### config.mk
export PLATFORM = sky130hd
export DESIGN_NAME = qdr_cal_sampler
export DESIGN_NICKNAME = d
export VERILOG_FILES = /design/src/rtl/qdr_cal_sampler.sv
export SDC_FILE = /design/constraint.sdc
export NUM_CORES = 1
export LEC_CHECK = 0
export CAP_MARGIN = 40
export CORE_AREA = 2 2 171 173
export DETAILED_ROUTE_END_ITERATION = 12
export DIE_AREA = 0 0 173 175
export GPL_TIMING_DRIVEN = 0
export SETUP_SLACK_MARGIN = 0.02
export SYNTH_ARGS = -nofsm -noshare
export SYNTH_HDL_FRONTEND = slang
export SYNTH_SLANG_ARGS = --single-unit
export TNS_END_PERCENT = 100
### constraint.sdc
create_clock -name clk -period 3.02 [get_ports clk]
set_input_delay 0.755 -clock clk [delete_from_list [all_inputs] [get_ports clk]]
set_output_delay 0.755 -clock clk [all_outputs]
set_load 0.01 [all_outputs]
### src/rtl/qdr_cal_sampler.sv
// qdr_cal_sampler: steers IODELAY/align strobes to one QDR read bit and measures its capture stability.
// Define QDR_CAL_GLITCH_CNT_EN to build the per-measurement mismatch counter driving glitch_count.
module qdr_cal_sampler #(
   parameter int DATA_WIDTH    = 36,
   parameter int SAMPLE_COUNT  = 32,
   parameter int SETTLE_CYCLES = 16,
   parameter int RDY_DELAY     = 1024
) (
   input  logic                  clk,
   input  logic                  reset,
   input  logic                  cal_en,
   input  logic [7:0]            bit_select,
   input  logic                  dll_en,
   input  logic                  dll_inc_dec_n,
   input  logic                  dll_rst,
   input  logic                  align_en,
   input  logic                  align_strb,
   input  logic [DATA_WIDTH-1:0] qdr_q_rise,
   input  logic [DATA_WIDTH-1:0] qdr_q_fall,
   output logic                  cal_rdy,
   output logic [1:0]            data_in,
   output logic                  data_sampled,
   output logic                  data_valid,
   output logic [DATA_WIDTH-1:0] dly_ce,
   output logic                  dly_inc,
   output logic [DATA_WIDTH-1:0] dly_rst,
   output logic [DATA_WIDTH-1:0] align_sel,
   output logic [7:0]            glitch_count
);

   localparam logic [1:0]  ST_IDLE     = 2'd0;
   localparam logic [1:0]  ST_SETTLE   = 2'd1;
   localparam logic [1:0]  ST_SAMPLE   = 2'd2;
   localparam logic [1:0]  ST_DONE     = 2'd3;
   localparam logic [7:0]  SETTLE_LAST = 8'(SETTLE_CYCLES - 1);
   localparam logic [7:0]  SAMPLE_LAST = 8'(SAMPLE_COUNT - 1);
   localparam logic [10:0] RDY_MAX     = 11'(RDY_DELAY);

   logic [DATA_WIDTH-1:0] q_rise_r;
   logic [DATA_WIDTH-1:0] q_fall_r;
   logic [1:0]            sample_r;
   logic [1:0]            ref_r;
   logic                  match_r;
   logic [7:0]            bit_sel_prev_r;
   logic                  dll_rst_prev_r;
   logic [10:0]           rdy_cnt_r;
   logic [1:0]            state_r;
   logic [7:0]            settle_cnt_r;
   logic [7:0]            sample_cnt_r;

   logic [DATA_WIDTH-1:0] sel_onehot_s;
   logic [1:0]            bit_mux_s;
   logic                  trigger_s;
   logic                  start_s;
   logic                  mismatch_s;

   // One-hot decode of bit_select; an out-of-range select decodes to all zeros.
   always_comb begin
      sel_onehot_s = {DATA_WIDTH{1'b0}};
      for (int i = 0; i < DATA_WIDTH; i++) begin
         sel_onehot_s[i] = (32'(bit_select) == 32'(i));
      end
   end

   // AND-OR mux of the selected bit's {fall,rise} from the first pipeline stage.
   always_comb begin
      bit_mux_s = 2'b00;
      for (int i = 0; i < DATA_WIDTH; i++) begin
         bit_mux_s = bit_mux_s | ({q_fall_r[i], q_rise_r[i]} & {2{sel_onehot_s[i]}});
      end
   end

   // Trigger sources are OR-ed, so coincident events start a single measurement.
   always_comb begin
      trigger_s  = dll_en | align_strb | (dll_rst_prev_r & ~dll_rst) |
                   (bit_select != bit_sel_prev_r);
      start_s    = cal_en & cal_rdy & trigger_s;
      mismatch_s = (sample_r != ref_r);
   end

   // Two-stage capture pipeline plus previous-cycle copies used for edge/change detection.
   always_ff @(posedge clk) begin
      if (reset) begin
         q_rise_r       <= {DATA_WIDTH{1'b0}};
         q_fall_r       <= {DATA_WIDTH{1'b0}};
         sample_r       <= 2'b00;
         bit_sel_prev_r <= 8'd0;
         dll_rst_prev_r <= 1'b0;
      end else begin
         q_rise_r       <= qdr_q_rise;
         q_fall_r       <= qdr_q_fall;
         sample_r       <= bit_mux_s;
         bit_sel_prev_r <= bit_select;
         dll_rst_prev_r <= dll_rst;
      end
   end

   // IODELAY and align steering; independent of cal_en and of the measurement FSM.
   always_ff @(posedge clk) begin
      if (reset) begin
         dly_ce    <= {DATA_WIDTH{1'b0}};
         dly_inc   <= 1'b0;
         dly_rst   <= {DATA_WIDTH{1'b0}};
         align_sel <= {DATA_WIDTH{1'b0}};
      end else begin
         dly_ce  <= dll_en  ? sel_onehot_s : {DATA_WIDTH{1'b0}};
         dly_inc <= dll_inc_dec_n;
         dly_rst <= dll_rst ? sel_onehot_s : {DATA_WIDTH{1'b0}};
         if (align_strb) begin
            align_sel <= (align_sel & ~sel_onehot_s) |
                         (align_en ? sel_onehot_s : {DATA_WIDTH{1'b0}});
         end else begin
            align_sel <= align_sel;
         end
      end
   end

   // DLL relock wait: cal_rdy rises on the same edge the counter reaches RDY_DELAY.
   always_ff @(posedge clk) begin
      if (reset) begin
         rdy_cnt_r <= 11'd0;
         cal_rdy   <= 1'b0;
      end else if (!cal_en) begin
         rdy_cnt_r <= 11'd0;
         cal_rdy   <= 1'b0;
      end else begin
         if (rdy_cnt_r != RDY_MAX) begin
            rdy_cnt_r <= rdy_cnt_r + 11'd1;
         end else begin
            rdy_cnt_r <= rdy_cnt_r;
         end
         cal_rdy <= (rdy_cnt_r >= (RDY_MAX - 11'd1));
      end
   end

   // Measurement FSM: settle, sample against the first sample, then report in DONE.
   always_ff @(posedge clk) begin
      if (reset) begin
         state_r      <= ST_IDLE;
         settle_cnt_r <= 8'd0;
         sample_cnt_r <= 8'd0;
         ref_r        <= 2'b00;
         match_r      <= 1'b0;
         data_in      <= 2'b00;
         data_sampled <= 1'b0;
         data_valid   <= 1'b0;
      end else if (!cal_en) begin
         state_r      <= ST_IDLE;
         settle_cnt_r <= 8'd0;
         sample_cnt_r <= 8'd0;
         data_sampled <= 1'b0;
         data_valid   <= 1'b0;
      end else if (start_s) begin
         state_r      <= ST_SETTLE;
         settle_cnt_r <= 8'd0;
         sample_cnt_r <= 8'd0;
         match_r      <= 1'b0;
         data_sampled <= 1'b0;
         data_valid   <= 1'b0;
      end else begin
         case (state_r)
            ST_IDLE: begin
               state_r <= ST_IDLE;
            end
            ST_SETTLE: begin
               if (settle_cnt_r == SETTLE_LAST) begin
                  state_r      <= ST_SAMPLE;
                  sample_cnt_r <= 8'd0;
               end else begin
                  settle_cnt_r <= settle_cnt_r + 8'd1;
               end
            end
            ST_SAMPLE: begin
               data_in <= sample_r;
               if (sample_cnt_r == 8'd0) begin
                  ref_r   <= sample_r;
                  match_r <= 1'b1;
               end else if (mismatch_s) begin
                  match_r <= 1'b0;
               end else begin
                  match_r <= match_r;
               end
               if (sample_cnt_r == SAMPLE_LAST) begin
                  state_r <= ST_DONE;
               end else begin
                  sample_cnt_r <= sample_cnt_r + 8'd1;
               end
            end
            ST_DONE: begin
               data_sampled <= 1'b1;
               data_valid   <= match_r;
            end
            default: begin
               state_r <= ST_IDLE;
            end
         endcase
      end
   end

`ifdef QDR_CAL_GLITCH_CNT_EN
   // Mismatch counter; the reference sample itself is never counted.
   always_ff @(posedge clk) begin
      if (reset) begin
         glitch_count <= 8'd0;
      end else if (start_s) begin
         glitch_count <= 8'd0;
      end else if (cal_en && (state_r == ST_SAMPLE) && (sample_cnt_r != 8'd0) &&
                   mismatch_s && (glitch_count != 8'hFF)) begin
         glitch_count <= glitch_count + 8'd1;
      end else begin
         glitch_count <= glitch_count;
      end
   end
`else
   assign glitch_count = 8'd0;
`endif

endmodule

==> flow_metrics.py, run 1 <==
metrics = {
    "floorplan": {
        "boundaryPins": 210,
        "dieHeight_um": 175,
        "rows": 62,
        "die_width_um": 173,
        "core_mm2": 0.0284,
        "die_area_mm2": 0.0303,
        "start_util_pct": 29.7,
    },
    "clock_network": {
        "cts_buffers": 25,
        "clockBufferDepth": 3,
        "clkSlewWorstSetupHoldPaths_ps": 60,
        "htree_levels": 1,
        "cts-hold-fix-buffers": 0,
        "cts_setup_buffers": 0,
        "clkLatencyLatePin_ps": 510,
        "clock_sinks": 229,
        "post_cts_resized": 0,
        "ctsRootBufferMaster": "clkbuf_16",
        "cts_tree": "built",
    },
    "final_layout": {
        "layout_commonest_cell": "dfxtp_1",
        "final_cell_mix": "229 x dfxtp_1, 193 x clkdlybuf4s50_1, 132 x nor2_1",
        "nFillCells": 2805,
        "finalInstanceArea_mm2": 0.0118,
        "areaGrowthSynthToFinish_pct": 39.4,
        "post-route-util_pct": 41.4,
        "drive_gt1_share_pct": 6.66,
        "final_nets": 1206,
    },
    "worst_setup_path": {
        "worstPathCellList": "clkbuf_1 -> clkbuf_1 -> nor2_1 -> clkbuf_1 -> nand2_1 -> nor2_1 -> nand2_1 -> a21oi_1",
        "cp.required_ps": 3450,
        "r2r-start": "state_r[0]",
        "cp_common_cell": "clkbuf_1",
        "ff2ff_setup_slack_ps": 720,
        "critical_path.max_stage_delay_ps": 650,
        "r2r_cells": 7,
        "crit_start": "bit_select[1]",
        "crit_arrival_ps": 3280,
        "cp.buffers_inverters": 3,
        "cp_max_fo": 10,
        "worst_setup_path_start_kind": "primary input",
        "path_class": "primary input to flip-flop",
        "slowest_stage": "clkbuf_1",
        "cp-end-kind": "flip-flop",
        "path_depth": 8,
        "crit_family": "buffers and inverters",
        "worstReg2RegEnd": "sample_cnt_r[7]",
    },
    "drt": {
        "drt-vias-per-instance": 4.62,
        "wirelength_um": 25400,
        "wl_met2_um": 11700,
        "drt_iter0_drc": 508,
        "met3_length_um": 1750,
        "firstDrtPassIters": 5,
        "ant_nets": 0,
        "wl_met1_um": 11300,
        "remaining_drc_errors": 0,
        "num_vias": 6984,
        "wl_per_cell_um": 16.8,
        "top_layer": "met5",
    },
    "placed_design": {
        "gp_congestion": 0.833,
        "placed_area_mm2": 0.0109,
        "io_buffers": 193,
        "place_hpwl_um": 18900,
    },
    "global_routing": {
        "grt_use_total_pct": 16.0,
        "antenna_found_initial": 3,
        "grt_max_degree": 15,
        "grt-ovfl-total": 0,
        "grt_pass1_wl_um": 38200,
        "grt_pass1_vias": 6717,
    },
    "timing": {
        "setup_viol": 0,
        "clock_skew_ps": 10.3,
        "period_minus_slack_ps": 2840,
        "fmax_mhz": 352,
        "rsz0062_at_grt": "no",
        "tightest_slew_ps": 781,
        "max_slew_margin_pct": 48.0,
        "final_max_slew_viol_count": 0,
        "hold_viol": 0,
        "min_period_over_period_pct": 94.1,
        "setup_tns_ps": 0,
    },
    "synthesis": {
        "synth_area_leaders": "dfxtp_1 54%, nor2b_1 6.3%, nor2_1 5.9%",
        "synth_edf_count": 0,
        "ys_async_sr_fraction_pct": 0,
        "synthSimpleGateAreaFrac_pct": 24.2,
        "synth_top_family_by_area": "simple AND/OR/NAND/NOR gates",
        "synthesis.area_mm2": 0.00843,
        "synth_cell_types": 66,
        "synth_mux_area_share_pct": 5.16,
        "synth_top_area_share_pct": 54.4,
        "synth_top_flop_cell": "dfxtp_1",
        "synth_fa_ha_area_share_pct": 1.48,
        "synthXorXnorAreaFrac_pct": 2.91,
        "yosysSeqAreaShare_pct": 54.4,
        "synth_compound_area_share_pct": 8.04,
        "syn_avg_cell_area_um2": 9.61,
        "ys.warnings.count": 0,
        "synth_cells": 878,
        "synth-seq-cells": 229,
        "synth_area_leader_cell": "dfxtp_1",
    },
    "pwr": {
        "power.leakage_nw": 4.17,
        "max-vdd-ir-drop_mv": 0.333,
        "power.density_cell_area_mw_per_mm2": 566,
        "finalPower_mw": 6.66,
    },
    "worst_hold_path": {
        "hp-class": "flip-flop to flip-flop",
    },
    "flow_run": {
        "drv_cap": 0,
    },
    "run_status": {
        "outcome": "completed",
    },
}
where the power goes:
| part | total, mW | leakage, nW | switching, mW | internal [mW] |
|---|---|---|---|---|
| clock | 3.14 | 0.408 | 1.28 | 1.86 |
| sequential | 3.10 | 1.87 | 0.0213 | 3.08 |
| combinational | 0.410 | 1.89 | 0.218 | 0.192 |
routing by layer:
| metal | global-route usage (%) | vias up |
|---|---|---|
| li1 | - | 3416 |
| met1 | 21.1 | 3245 |
| met2 | 26.3 | 273 |
| met3 | 3.26 | 48 |
| met4 | 5.47 | 2 |
| met5 | 0 | - |
metrics by stage:
| step | setup slack (ps) | hold slack, ps | instances |
|---|---|---|---|
| 2_1_floorplan | 561 | 456 | 885 |
| 3_3_place_gp | -635 | 452 | 1462 |
| 3_5_place_dp | -497 | 465 | 1464 |
| 4_1_cts | 38.0 | 475 | 1509 |
| 5_1_grt | 31.2 | 492 | 1512 |
| 6_report | 178 | 469 | 1512 |
cell families (layout without fill, tap and decap cells):
family | after synthesis | in the layout
buffers and inverters | 77 | 318
flip-flops | 229 | 229
other | 1 | 10
adder cells (fa/ha/maj) | 10 | 10
multiplexers | 38 | 38
AO/OA/AOI/OAI | 104 | 104
AND/OR/NAND/NOR | 391 | 391
XOR/XNOR | 28 | 28
cells in the mapped netlist, types with 3 or more instances:
| cell type | number |
|---|---|
| dfxtp_1 | 229 |
| nor2_1 | 132 |
| nor2b_1 | 85 |
| nand2_1 | 54 |
| clkbuf_1 | 49 |
| a21oi_1 | 30 |
| mux2i_1 | 30 |
| nand4_1 | 29 |
| nand3_1 | 26 |
| o21ai_0 | 18 |
| inv_1 | 14 |
| nor3_1 | 14 |
| xnor2_1 | 14 |
| xor2_1 | 14 |
| nand2b_1 | 11 |
| o21ai_1 | 11 |
| ha_1 | 10 |
| buf_4 | 8 |
| and3_1 | 6 |
| a211oi_1 | 5 |
| and2_1 | 4 |
| mux2_2 | 4 |
| mux4_2 | 4 |
| o2bb2ai_1 | 4 |
| or4_1 | 4 |
| a22oi_1 | 3 |
| a31oi_1 | 3 |
| buf_1 | 3 |
| buf_2 | 3 |
| nor4_1 | 3 |
| nor4_4 | 3 |
| nor4b_1 | 3 |
| or3_1 | 3 |
worst min-delay path, stage by stage (launching register included):
cell and delay, ps:
dfxtp_1 330, nor2_1 40, nor2_1 60
worst min-delay path by stage:
| stage | startpoint | to | cells past startpoint |
|---|---|---|---|
| after floorplan | sample_cnt_r[7] | sample_cnt_r[7] | 2 |
| after global placement | data_sampled | data_sampled | 2 |
| after detailed placement | data_sampled | data_sampled | 2 |
| after CTS | flip-flop | flip-flop | 2 |
| after global routing | flip-flop | flip-flop | 2 |
| final | data_sampled | data_sampled | 2 |
cell type report:
cell class | count | area (µm²) | share of cell area (%)
plain buffers | 63 | 270 | 2.30
diodes | 2 | 5.00 | 0.0426
multi-input cells | 579 | 3560 | 30.3
well taps | 384 | 480 | 4.09
clock inverters | 15 | 175 | 1.49
clock buffers | 30 | 674 | 5.74
inverters | 14 | 52.6 | 0.447
flip-flops and latches | 229 | 4580 | 39.0
repair buffers | 196 | 1950 | 16.6
(Power assumes the default switching activity.)
==> run 2: changes to the inputs <==
--- a/config.mk
+++ b/config.mk
@@ -14,4 +14,3 @@
 export SYNTH_ARGS = -nofsm -noshare
 export SYNTH_HDL_FRONTEND = slang
 export SYNTH_SLANG_ARGS = --single-unit
-export TNS_END_PERCENT = 100
==> results of run 2 <==
The final DEF is identical to that of run 1; final timing and power are the same.
==> run 3: changes to the inputs <==
--- a/config.mk
+++ b/config.mk
@@ -7,10 +7,12 @@
 export LEC_CHECK = 0
 export CAP_MARGIN = 40
 export CORE_AREA = 2 2 171 173
+export CTS_CLUSTER_DIAMETER = 50
 export DETAILED_ROUTE_END_ITERATION = 12
 export DIE_AREA = 0 0 173 175
 export GPL_TIMING_DRIVEN = 0
 export SETUP_SLACK_MARGIN = 0.02
+export SKIP_LAST_GASP = 1
 export SYNTH_ARGS = -nofsm -noshare
 export SYNTH_HDL_FRONTEND = slang
 export SYNTH_SLANG_ARGS = --single-unit
==> flow_metrics.py, run 3 (synthesized netlist as in run 1, its figures left out) <==
metrics = {
    "clock_network": {
        "clockBufferDepth": 3,
        "clkLatencyLatePin_ps": 530,
        "cts-hold-fix-buffers": 0,
        "cts_setup_buffers": 0,
        "ctsRootBufferMaster": "clkbuf_16",
        "cts_tree": "built",
        "post_cts_resized": 0,
        "clkSlewWorstSetupHoldPaths_ps": 60,
        "cts_buffers": 28,
        "htree_levels": 1,
        "clock_sinks": 229,
    },
    "final_layout": {
        "drive_gt1_share_pct": 7.15,
        "final_nets": 1209,
        "stdcell_count": 1518,
        "final_cell_mix": "229 x dfxtp_1, 193 x clkdlybuf4s50_1, 132 x nor2_1",
        "areaGrowthSynthToFinish_pct": 40.4,
        "layout_commonest_cell": "dfxtp_1",
    },
    "worst_setup_path": {
        "cp_common_cell": "clkbuf_1",
        "critical_path.max_stage_delay_ps": 610,
        "cp-end-kind": "flip-flop",
        "cp_max_fo": 10,
        "path_class": "primary input to flip-flop",
        "cp.required_ps": 3480,
        "worst_setup_path_start_kind": "primary input",
        "slowest_stage": "clkbuf_1",
        "worstPathCellList": "clkbuf_1 -> clkbuf_1 -> nor2_1 -> clkbuf_1 -> nand2_1 -> nor2_1 -> nand2_1 -> a21oi_1",
        "crit_arrival_ps": 3270,
    },
    "run_status": {
        "outcome": "completed",
    },
    "pwr": {
        "finalPower_mw": 6.84,
        "power.leakage_nw": 4.22,
        "power.density_cell_area_mw_per_mm2": 577,
        "max-vdd-ir-drop_mv": 0.340,
    },
    "global_routing": {
        "grt_pass1_wl_um": 38300,
        "grt-ovfl-total": 0,
        "grt_max_degree": 15,
        "grt_use_total_pct": 16.1,
        "grt_pass1_vias": 6801,
        "antenna_found_initial": 2,
    },
    "floorplan": {
        "start_util_pct": 29.7,
        "core_mm2": 0.0284,
        "die_area_mm2": 0.0303,
        "dieHeight_um": 175,
        "rows": 62,
        "boundaryPins": 210,
        "die_width_um": 173,
    },
    "drt": {
        "remaining_drc_errors": 0,
        "firstDrtPassIters": 5,
        "wl_per_cell_um": 16.8,
        "num_vias": 7048,
        "wirelength_um": 25400,
        "ant_nets": 0,
        "drt-vias-per-instance": 4.64,
        "drt_iter0_drc": 495,
    },
    "timing": {
        "tightest_slew_ps": 745,
        "setup_tns_ps": 0,
        "fmax_mhz": 356,
        "setup_viol": 0,
        "rsz0062_at_grt": "no",
        "max_slew_margin_pct": 50.3,
        "final_max_slew_viol_count": 0,
        "hold_viol": 0,
        "min_period_over_period_pct": 92.9,
        "clock_skew_ps": 20.5,
        "period_minus_slack_ps": 2810,
    },
    "placed_design": {
        "gp_congestion": 0.833,
        "dp.cells": 1464,
        "io_buffers": 193,
        "place_hpwl_um": 18900,
    },
    "worst_hold_path": {
        "hp-class": "flip-flop to flip-flop",
    },
    "flow_run": {
        "drv_cap": 0,
    },
}
run 3: changes by cell type in the layout (fill, tap and decap cells not counted):
cell / change
clkbuf_16: +4
bufinv_16: -2
clkinvlp_4: -2
inv_8: +2
clkbuf_1: +1
clkinv_2: +1
clkinv_4: +1
clkinv_8: +1
diode_2: -1
inv_6: +1
run 3: worst paths after layout:
path / start / depth (start not counted) / to / slack, ps
setup / recovery: bit_select[1] / 8 / flip-flop / 210
hold / removal: data_sampled / 2 / data_sampled / 470
setup reg to reg: state_r[0] / 7 / sample_cnt_r[7] / 710
hold reg to reg: data_sampled / 2 / data_sampled / 470
run 3: per-stage QoR:
step                setup WS (ps)  hold slack [ps]  cell area (µm²)  util (%)
floorplan                     561              456             8460         -
global placement             -635              452            10900      38.3
detailed placement           -497              465            10900      38.4
CTS                          53.5              475            11800      41.7
global route                 51.9              492            11800      41.7
finish                        214              468            11800      41.7
run 3: area by class of cell:
| cell class | count | area (µm²) |
|---|---|---|
| Antenna cell | 1 | 2.50 |
| Buffer | 63 | 270 |
| Clock buffer | 35 | 778 |
| Clock inverter | 17 | 161 |
| Fill cell | 2802 | 16600 |
| Inverter | 14 | 52.6 |
| Multi-Input combinational cell | 579 | 3560 |
| Sequential cell | 229 | 4580 |
| Tap cell | 384 | 480 |
| Timing Repair Buffer | 196 | 1950 |
run 3: metal layers:
metal / part of all wire (%) / routed length, µm / global-route usage (%)
met3: 6.7 / 1690 / 3.02
met1: 44 / 11300 / 21.0
met2: 46 / 11700 / 26.5
met5: 0.059 / 15 / 0
met4: 2.9 / 744 / 5.83
run 3: power by group:
part,internal [mW],switching (mW),leakage (nW)
clock network,1.95,1.37,0.462
registers,3.08,0.0213,1.87
logic,0.192,0.218,1.89
run 3: critical path, delay by kind of cell:
kind / cells / cell delay (ps)
simple gates: 4 / 1030
compound gates: 1 / 130
buf+inv: 3 / 1320
